<file path="src/rtl/alu_issue.sv">
// RV32I ALU issue stage: decodes OP/OP-IMM/LUI/AUIPC/BRANCH into ALU operands behind a
// valid/ready output register. Define ALU_ISSUE_SKID_EN to add a 1-entry skid buffer.
module alu_issue #(
  parameter int unsigned RegBits = 32
) (
  input  logic               clk_i,
  input  logic               rst_ni,
  input  logic [31:0]        instr_i,
  input  logic [RegBits-1:0] pc_i,
  input  logic [RegBits-1:0] rs1_data_i,
  input  logic [RegBits-1:0] rs2_data_i,
  input  logic               in_valid_i,
  output logic               in_ready_o,
  output logic [RegBits-1:0] a_o,
  output logic [RegBits-1:0] b_o,
  output logic [3:0]         ctrl_o,
  output logic [4:0]         rd_o,
  output logic               we_o,
  output logic               illegal_o,
  output logic               out_valid_o,
  input  logic               out_ready_i,
  output logic [31:0]        issue_cnt_o
);

  localparam logic [6:0] OpcOp     = 7'b0110011;
  localparam logic [6:0] OpcOpImm  = 7'b0010011;
  localparam logic [6:0] OpcLui    = 7'b0110111;
  localparam logic [6:0] OpcAuipc  = 7'b0010111;
  localparam logic [6:0] OpcBranch = 7'b1100011;

  typedef enum logic [3:0] {
    CtrlAdd  = 4'd0,
    CtrlSub  = 4'd1,
    CtrlAnd  = 4'd2,
    CtrlOr   = 4'd3,
    CtrlXor  = 4'd4,
    CtrlSlt  = 4'd5,
    CtrlSll  = 4'd6,
    CtrlSltu = 4'd7,
    CtrlSrl  = 4'd8,
    CtrlSra  = 4'd9,
    CtrlSubu = 4'd10
  } ctrl_e;

  typedef struct packed {
    logic [RegBits-1:0] a;
    logic [RegBits-1:0] b;
    logic [3:0]         ctrl;
    logic [4:0]         rd;
    logic               we;
    logic               illegal;
  } beat_t;

  logic [6:0]         opcode;
  logic [2:0]         funct3;
  logic [6:0]         funct7;
  logic [RegBits-1:0] imm_i;
  logic [RegBits-1:0] imm_u;
  logic [RegBits-1:0] shamt;
  logic [31:0]        imm_u32;
  logic [RegBits-1:0] dec_a;
  logic [RegBits-1:0] dec_b;
  ctrl_e              dec_ctrl;
  logic               dec_we;
  logic               dec_legal;
  beat_t              dec;

  assign opcode  = instr_i[6:0];
  assign funct3  = instr_i[14:12];
  assign funct7  = instr_i[31:25];
  assign imm_u32 = {instr_i[31:12], 12'b0};
  assign imm_i   = RegBits'($signed(instr_i[31:20]));
  assign imm_u   = RegBits'($signed(imm_u32));
  assign shamt   = RegBits'(instr_i[24:20]);

  always_comb begin
    dec_a     = rs1_data_i;
    dec_b     = rs2_data_i;
    dec_ctrl  = CtrlAdd;
    dec_we    = 1'b1;
    dec_legal = 1'b1;
    case (opcode)
      OpcOp: begin
        if (funct7 == 7'h00) begin
          case (funct3)
            3'b000:  dec_ctrl = CtrlAdd;
            3'b001:  dec_ctrl = CtrlSll;
            3'b010:  dec_ctrl = CtrlSlt;
            3'b011:  dec_ctrl = CtrlSltu;
            3'b100:  dec_ctrl = CtrlXor;
            3'b101:  dec_ctrl = CtrlSrl;
            3'b110:  dec_ctrl = CtrlOr;
            default: dec_ctrl = CtrlAnd;
          endcase
        end else if (funct7 == 7'h20 && funct3 == 3'b000) begin
          dec_ctrl = CtrlSub;
        end else if (funct7 == 7'h20 && funct3 == 3'b101) begin
          dec_ctrl = CtrlSra;
        end else begin
          dec_legal = 1'b0;
        end
      end
      OpcOpImm: begin
        dec_b = imm_i;
        case (funct3)
          3'b000: dec_ctrl = CtrlAdd;
          3'b010: dec_ctrl = CtrlSlt;
          3'b011: dec_ctrl = CtrlSltu;
          3'b100: dec_ctrl = CtrlXor;
          3'b110: dec_ctrl = CtrlOr;
          3'b111: dec_ctrl = CtrlAnd;
          3'b001: begin
            dec_b     = shamt;
            dec_ctrl  = CtrlSll;
            dec_legal = (funct7 == 7'h00);
          end
          default: begin
            dec_b = shamt;
            if (funct7 == 7'h00) begin
              dec_ctrl = CtrlSrl;
            end else if (funct7 == 7'h20) begin
              dec_ctrl = CtrlSra;
            end else begin
              dec_legal = 1'b0;
            end
          end
        endcase
      end
      OpcLui: begin
        dec_a = '0;
        dec_b = imm_u;
      end
      OpcAuipc: begin
        dec_a = pc_i;
        dec_b = imm_u;
      end
      OpcBranch: begin
        dec_we = 1'b0;
        case (funct3)
          3'b010, 3'b011: dec_legal = 1'b0;
          3'b110, 3'b111: dec_ctrl  = CtrlSubu;
          default:        dec_ctrl  = CtrlSub;
        endcase
      end
      default: dec_legal = 1'b0;
    endcase
  end

  // Illegal beats still issue, but as an inert add of zeros with no writeback.
  always_comb begin
    dec = '0;
    if (dec_legal) begin
      dec.a    = dec_a;
      dec.b    = dec_b;
      dec.ctrl = dec_ctrl;
      dec.rd   = instr_i[11:7];
      dec.we   = dec_we && (instr_i[11:7] != 5'd0);
    end else begin
      dec.illegal = 1'b1;
    end
  end

  beat_t       out_q, out_d;
  logic        out_valid_q, out_valid_d;
  logic [31:0] cnt_q;
  logic        in_fire;
  logic        out_fire;

  assign out_fire = out_valid_q && out_ready_i;
  assign in_fire  = in_valid_i && in_ready_o;

`ifdef ALU_ISSUE_SKID_EN
  beat_t skid_q, skid_d;
  logic  skid_valid_q, skid_valid_d;
  logic  ready_q;

  // Ready comes from a flop (skid empty), so there is no path from out_ready_i.
  assign in_ready_o = ready_q && rst_ni;

  always_comb begin
    out_d        = out_q;
    out_valid_d  = out_valid_q;
    skid_d       = skid_q;
    skid_valid_d = skid_valid_q;
    if (!out_valid_q || out_ready_i) begin
      if (skid_valid_q) begin
        out_d        = skid_q;
        out_valid_d  = 1'b1;
        skid_valid_d = in_fire;
        if (in_fire) begin
          skid_d = dec;
        end
      end else if (in_fire) begin
        out_d       = dec;
        out_valid_d = 1'b1;
      end else begin
        out_valid_d = 1'b0;
      end
    end else if (in_fire) begin
      skid_d       = dec;
      skid_valid_d = 1'b1;
    end
  end

  always_ff @(posedge clk_i) begin
    if (!rst_ni) begin
      skid_q       <= '0;
      skid_valid_q <= 1'b0;
      ready_q      <= 1'b0;
    end else begin
      skid_q       <= skid_d;
      skid_valid_q <= skid_valid_d;
      ready_q      <= !skid_valid_d;
    end
  end
`else
  assign in_ready_o = rst_ni && (!out_valid_q || out_ready_i);

  always_comb begin
    out_d       = out_q;
    out_valid_d = out_valid_q;
    if (in_fire) begin
      out_d       = dec;
      out_valid_d = 1'b1;
    end else if (out_ready_i) begin
      out_valid_d = 1'b0;
    end
  end
`endif

  always_ff @(posedge clk_i) begin
    if (!rst_ni) begin
      out_q       <= '0;
      out_valid_q <= 1'b0;
      cnt_q       <= '0;
    end else begin
      out_q       <= out_d;
      out_valid_q <= out_valid_d;
      if (out_fire) begin
        cnt_q <= cnt_q + 32'd1;
      end
    end
  end

  assign a_o         = out_q.a;
  assign b_o         = out_q.b;
  assign ctrl_o      = out_q.ctrl;
  assign rd_o        = out_q.rd;
  assign we_o        = out_q.we;
  assign illegal_o   = out_q.illegal;
  assign out_valid_o = out_valid_q;
  assign issue_cnt_o = cnt_q;

endmodule

</file>
<file path="config.mk">
export PLATFORM = sky130hd
export DESIGN_NAME = alu_issue
export DESIGN_NICKNAME = d
export VERILOG_FILES = /design/src/rtl/alu_issue.sv
export SDC_FILE = /design/constraint.sdc
export NUM_CORES = 1
export LEC_CHECK = 0
export CAP_MARGIN = 40
export CORE_ASPECT_RATIO = 0.5
export CORE_MARGIN = 2
export CORE_UTILIZATION = 40
export CTS_CLUSTER_DIAMETER = 30
export DETAILED_ROUTE_END_ITERATION = 7
export HOLD_SLACK_MARGIN = 0.06
export PLACE_DENSITY = 0.8
export SYNTH_ARGS = -nofsm -noshare
export SYNTH_HDL_FRONTEND = slang
export SYNTH_SLANG_ARGS = --single-unit
</file>
<file path="constraint.sdc">
create_clock -name clk_i -period 3.3 [get_ports clk_i]
set_clock_uncertainty 0.2 [all_clocks]
set_input_delay 0.495 -clock clk_i [delete_from_list [all_inputs] [get_ports clk_i]]
set_output_delay 0.495 -clock clk_i [all_outputs]
set_load 0.02 [all_outputs]
</file>
Yosys cells after proc, flatten, opt, wreduce, memory -nomap -nowiden
Cells that the tools add are included.
Widths: inputs -> output; s select.
{"block": "totals", "output_inout_bits": 109, "word_cells": 63, "in_bits": 132, "ff_bits": 108}
{"block": "classes", "n_mux": 25, "n_reduce_logical": 16, "add_sub_neg": 1, "n_eq_ne": 13}
{"operator": "$pmux 32 s2", "n": 2}
{"operator": "$mux 74", "n": 1}
{"operator": "$pmux 4 s7", "n": 2}
{"operator": "$add 32x1->32 const B", "n": 1}
{"operator": "$mux 32", "n": 1}
{"operator": "$eq 7x6->1 const B", "n": 3}
{"operator": "$mux 4", "n": 5}
{"operator": "$eq 7x5->1 const B", "n": 2}
{"operator": "$eq 3x3->1 const B", "n": 4}
{"operator": "$pmux 4 s3", "n": 1}
{"operator": "$mux 1", "n": 10}
{"operator": "$pmux 4 s2", "n": 1}
{"operator": "$eq 7x7->1 const B", "n": 1}
{"operator": "$logic_not 7->1", "n": 1}
{"operator": "$eq 3x2->1 const B", "n": 2}
{"operator": "$logic_and 1x1->1", "n": 6}
{"operator": "$reduce_or 2->1", "n": 3}
{"operator": "$reduce_or 6->1", "n": 1}
{"operator": "$reduce_bool 5->1", "n": 1}
{"operator": "$pmux 1 s4", "n": 1}
{"operator": "$eq 3x1->1 const B", "n": 1}
{"operator": "$logic_not 3->1", "n": 1}
{"operator": "$pmux 1 s2", "n": 1}
{"operator": "$reduce_bool 2->1", "n": 1}
{"operator": "other kinds (2)", "n": 2}

Logic depth before layout (Yosys ltp)
{"block": "logic_depth", "depth_word": 7, "ltp_mapped": 7}

Worst setup path before layout
Ideal clock, no wire load.
{"block": "synth_timing", "path_type": "reg-to-reg", "startpoint": "register cnt_q[0] (netlist: issue_cnt_o[0])", "endpoint": "register cnt_q[26] (netlist: issue_cnt_o[26])", "path_stages_with_launch": 8, "required_time_ns": 2.972, "path_slack_ns": 1.139, "setup_time_ns": 0.128, "arrival_ns": 1.834, "path_cell_list": "dfxtp_1 > ha_1 > inv_1 > or4_4 > buf_6 > nor4_4 > xnor2_1 > nor2_1"}
{"block": "synth_via", "elab_chain_len": 1}
{"item": "start: declaration", "line_no": "165", "text": "logic [31:0] cnt_q;"}
{"item": "start signal: assignment", "line_no": "240", "text": "cnt_q <= cnt_q + 32'd1;"}
{"item": "$add 32x1->32", "line_no": "240"}
No other way between the ends.
A chain may end at the register's enable or synchronous reset.

Final worst setup path
{"block": "layout_timing", "startpoint": "input out_ready_i", "endpoint": "output in_ready_o"}
{"block": "layout_via", "elab_chain_len": 2}
{"item": "start: declaration", "line_no": "21", "text": "input logic out_ready_i,"}
{"item": "$logic_or 1x1->1", "line_no": "217", "text": "assign in_ready_o = rst_ni && (!out_valid_q || out_ready_i);"}
{"item": "$logic_and 1x1->1", "line_no": "217"}
{"item": "end: declaration", "line_no": "13", "text": "output logic in_ready_o,"}
No other way between the ends.

==> key figures <==
Clocking
  – TritonCTS Buffers: 9
  – CTS clk-pin slew, worst paths: 0.07 ns
  – CTS tree: done
  – Root buf cell: clkbuf_16
  – Clk_lat worst skew: 0.34 ns
  – Cts repair resizes: 0
  – Hold_buf cts: 0
  – Post-CTS Setup Bufs: 0
  – CTS H-tree lvls: 3
  – CTS max path bufs: 2
  – CTS sink count: about 110

STA
  – Fmax: 352.0 MHz
  – Final setup viols: 0
  – Hold Slack: around 0.25 ns
  – Tmin final: 2.841 ns
  – Final period util: about 86%
  – Max-Slew Margin vs Limit: 52.21%
  – Slew Limit Fails: 0
  – Fin. Hold Viols: 0
  – Setup TNS: 0 ns
  – RSZ-0062 raised after global routing: no
  – Worst-margin pin slew: 0.7168 ns

Yosys
  – XOR/XNOR share of the synthesized area: between 4 and 5%
  – Syn_area_per_cell: 8.651 um^2
  – Post-synth top area share: between 40% and 50%
  – Yosys top cell by area: dfxtp_1
  – Area contributors post-synth: dfxtp_1 (42%), o21ai_0 (6.8%), nand2_1 (6.7%), mux2i_1 (6.2%), xnor2_1 (4.1%)
  – Syn_nets: 726
  – Number of flops mapped to enable cells by yosys: 0
  – Yosys cell types: 51
  – Mux share of post-synthesis cell area: ~6.2%
  – Post-Synth Adder-Cell Area: less than 1%
  – Most used DFF post-synth: dfxtp_1
  – Synthesized cell area: 0.005130 mm^2
  – Largest family of logic cells by synthesized area: simple AND/OR/NAND/NOR gates
  – Cells after Synth: 593
  – Synth warn: 0
  – Synth Area in Simple Gates: 24.90%
  – Async SR Flop Fraction: 0%
  – FF+latch count, synth: 108
  – Synth Area in Compound Gates: 15.51%
  – Register area share after synthesis: 42.15%

Worst setup path
  – Critical Path Start Type: primary input
  – R2R depth: 5
  – CP peak stage delay: 0.60 ns
  – Crit path max-delay family: buffers and inverters
  – Slowest-stage cell, CP: clkdlybuf4s50_1
  – Critical Path RT: around 2.6 ns
  – Reg-to-reg endpoint: issue_cnt_o[29]
  – Worst-path maximum fanout: 7
  – Worst path cell trace: clkdlybuf4s50_1 -> nand2b_1 -> and2_1 -> clkdlybuf4s50_1
  – Worst EP arrival: roughly 2.2 ns
  – Critical Path Sink Type: output port
  – WS Path Type: primary input to output port
  – CP bufs+invs: 2
  – Most used cell along the critical path: clkdlybuf4s50_1
  – R2R setup slack: 1.02 ns
  – Critical R2R Launch: issue_cnt_o[11]

Routing
  – Drt initial violations: 318
  – Total Routed Length: between 15000 and 20000 um
  – Router iterations before antenna repair: 5
  – DRC viols: 0
  – Routed vias/inst: about 5.1
  – Via count: 5091
  – Post-route antenna net violation count: 0
  – Per-cell routed wire length: 15.27 um

Die
  – Die span in x: 164.2 um
  – Core area: 0.01259 mm^2
  – Die Span Y: ~84 um
  – Ports: between 200 and 250
  – Initial core utilization: 40.74%
  – Die ar.: 0.01380 mm^2
  – Cell Rows: 29

GRT
  – Vias in the first global route: 5075
  – Grt ovf: 0
  – Initial antenna violation count: 0
  – First-pass GRT wire length: around 25000 um
  – Largest net degree at the start of global routing: 53
  – GRT Util Overall: 22.01%

Min path
  – Hold crit path type: register to register
  – Worst Hold Launch: b_o[21]
  – Hold Crit Depth: 2
  – Hold EP: b_o[21]

Cells and area
  – Fraction of layout instances using a drive strength above 1: 6.909%
  – Area Growth Syn to Fin: 55.54%
  – # diodes: 0
  – Nets: 953

Placed design
  – Hpwl dp: 11360 um
  – GPL Wtd Cong: 0.8252
  – Port-buffer cells: between 200 and 250

Pwr
  – Leakage power: 2.719 nW
  – PwrDens: 340.3 mW/mm^2
  – Peak VDD IR: about 260 uV

Job
  – Max cap viols: 0

Status
  – Status: finished clean
==> worst register-to-register path, delay by kind of cell, from the launching register on <==
kind	cells	cell delay [ns]
simple gates	4	1.34
flops	1	0.46
xor+xnor	1	0.15
==> cell families after synthesis <==
group	Yosys count
multiplexers	32
adder cells (fa/ha/maj)	1
flip-flops	108
AND/OR/NAND/NOR	234
AO/OA/AOI/OAI	130
XOR/XNOR	29
buffers and inverters	59
==> through the flow <==
| step | cells | total power, mW | setup slack, ns | area (um^2) | util (%) |
|---|---|---|---|---|---|
| after floorplan | 593 | 1.458 | 1.139 | 5130 | - |
| after global placement | 979 | 1.663 | 0.4922 | 7682 | 61.02 |
| after detailed placement | 979 | 1.666 | 0.4698 | 7682 | 61.02 |
| after CTS | 995 | 2.743 | 0.4751 | 7979 | 63.37 |
| after global routing | 995 | 2.825 | 0.3755 | 7979 | 63.37 |
| final | 995 | 2.715 | 0.4592 | 7979 | 63.37 |
==> layout make-up <==
| type | count | area [um^2] |
|---|---|---|
| well taps | 170 | 212.7 |
| clock inverters | 7 | 71.32 |
| multi-input cells | 426 | 2680 |
| repair buffers | 255 | 2552 |
| flip-flops and latches | 108 | 2162 |
| clock buffers | 9 | 225.2 |
| inverters | 20 | 75.07 |
| fillers | 1076 | 4612 |
==> sequential cells by signal, summed over array words and instances, names as in the netlist <==
signal / flops
a_o: 32
b_o: 32
issue_cnt_o: 32
rd_o: 5
ctrl_o: 4
illegal_o: 1
out_valid_o: 1
we_o: 1
==> where the power goes <==
group          total [mW]  internal, mW  switching, mW
registers            1.31          1.31        0.00573
clock network        1.08         0.539          0.539
logic               0.323         0.202          0.121
total                2.72          2.05          0.666
==> metal layers <==
| metal | routed length [um] | vias to the layer above | global-route usage [%] |
|---|---|---|---|
| li1 | - | 2514 | - |
| met4 | 397 | 0 | 7.337 |
| met5 | 0 | - | 0 |
| met1 | 6508 | 2389 | 26.09 |
| met3 | 759 | 30 | 5.315 |
| met2 | 7531 | 158 | 38.95 |
==> cell usage in the layout, fill, tap and decap left out, drive strengths merged, types with 3 or more instances in the layout <==
cell | netlist | routed
buf | 21 | 15
o21ai | 76 | 76
a221oi | 20 | 20
or4 | 3 | 3
nand2 | 92 | 92
nand4 | 9 | 9
and4 | 4 | 4
nor2 | 34 | 34
and2 | 4 | 4
a22oi | 11 | 11
xor2 | 5 | 5
or3 | 5 | 5
a21oi | 10 | 10
mux2i | 32 | 32
xnor2 | 24 | 24
nor4 | 7 | 7
clkdlybuf4s50 | 0 | 240
inv | 20 | 26
nor3 | 16 | 16
dfxtp | 108 | 108
nand3 | 17 | 17
nor2b | 33 | 33
clkbuf | 18 | 9
==> Yosys cell counts (3+ instances only) <==
master / instances
dfxtp_1: 108
nand2_1: 91
o21ai_0: 70
nor2_1: 34
nor2b_1: 33
mux2i_1: 32
xnor2_1: 24
a221oi_1: 20
inv_1: 19
clkbuf_1: 18
nand3_1: 17
nor3_2: 12
a22oi_1: 11
a21oi_1: 10
buf_6: 10
buf_2: 9
nand4_1: 8
o21ai_1: 5
or3_1: 5
xor2_1: 5
and2_1: 4
and4_1: 4
nor3_1: 4
nor4_1: 3
==> how the worst max path moves through the flow <==
stage / cells after the start / endpoint / startpoint / slack [ns]
CTS: 4 / in_ready_o / out_ready_i / 0.48
finish: 4 / in_ready_o / out_ready_i / 0.46
global route: 4 / in_ready_o / out_ready_i / 0.38
global placement: 4 / in_ready_o / out_ready_i / 0.49
detailed placement: 7 / a_o[16] / instr_i[1] / 0.47
floorplan: 7 / issue_cnt_o[26] / issue_cnt_o[0] / 1.14
(Power assumes the default switching activity.)
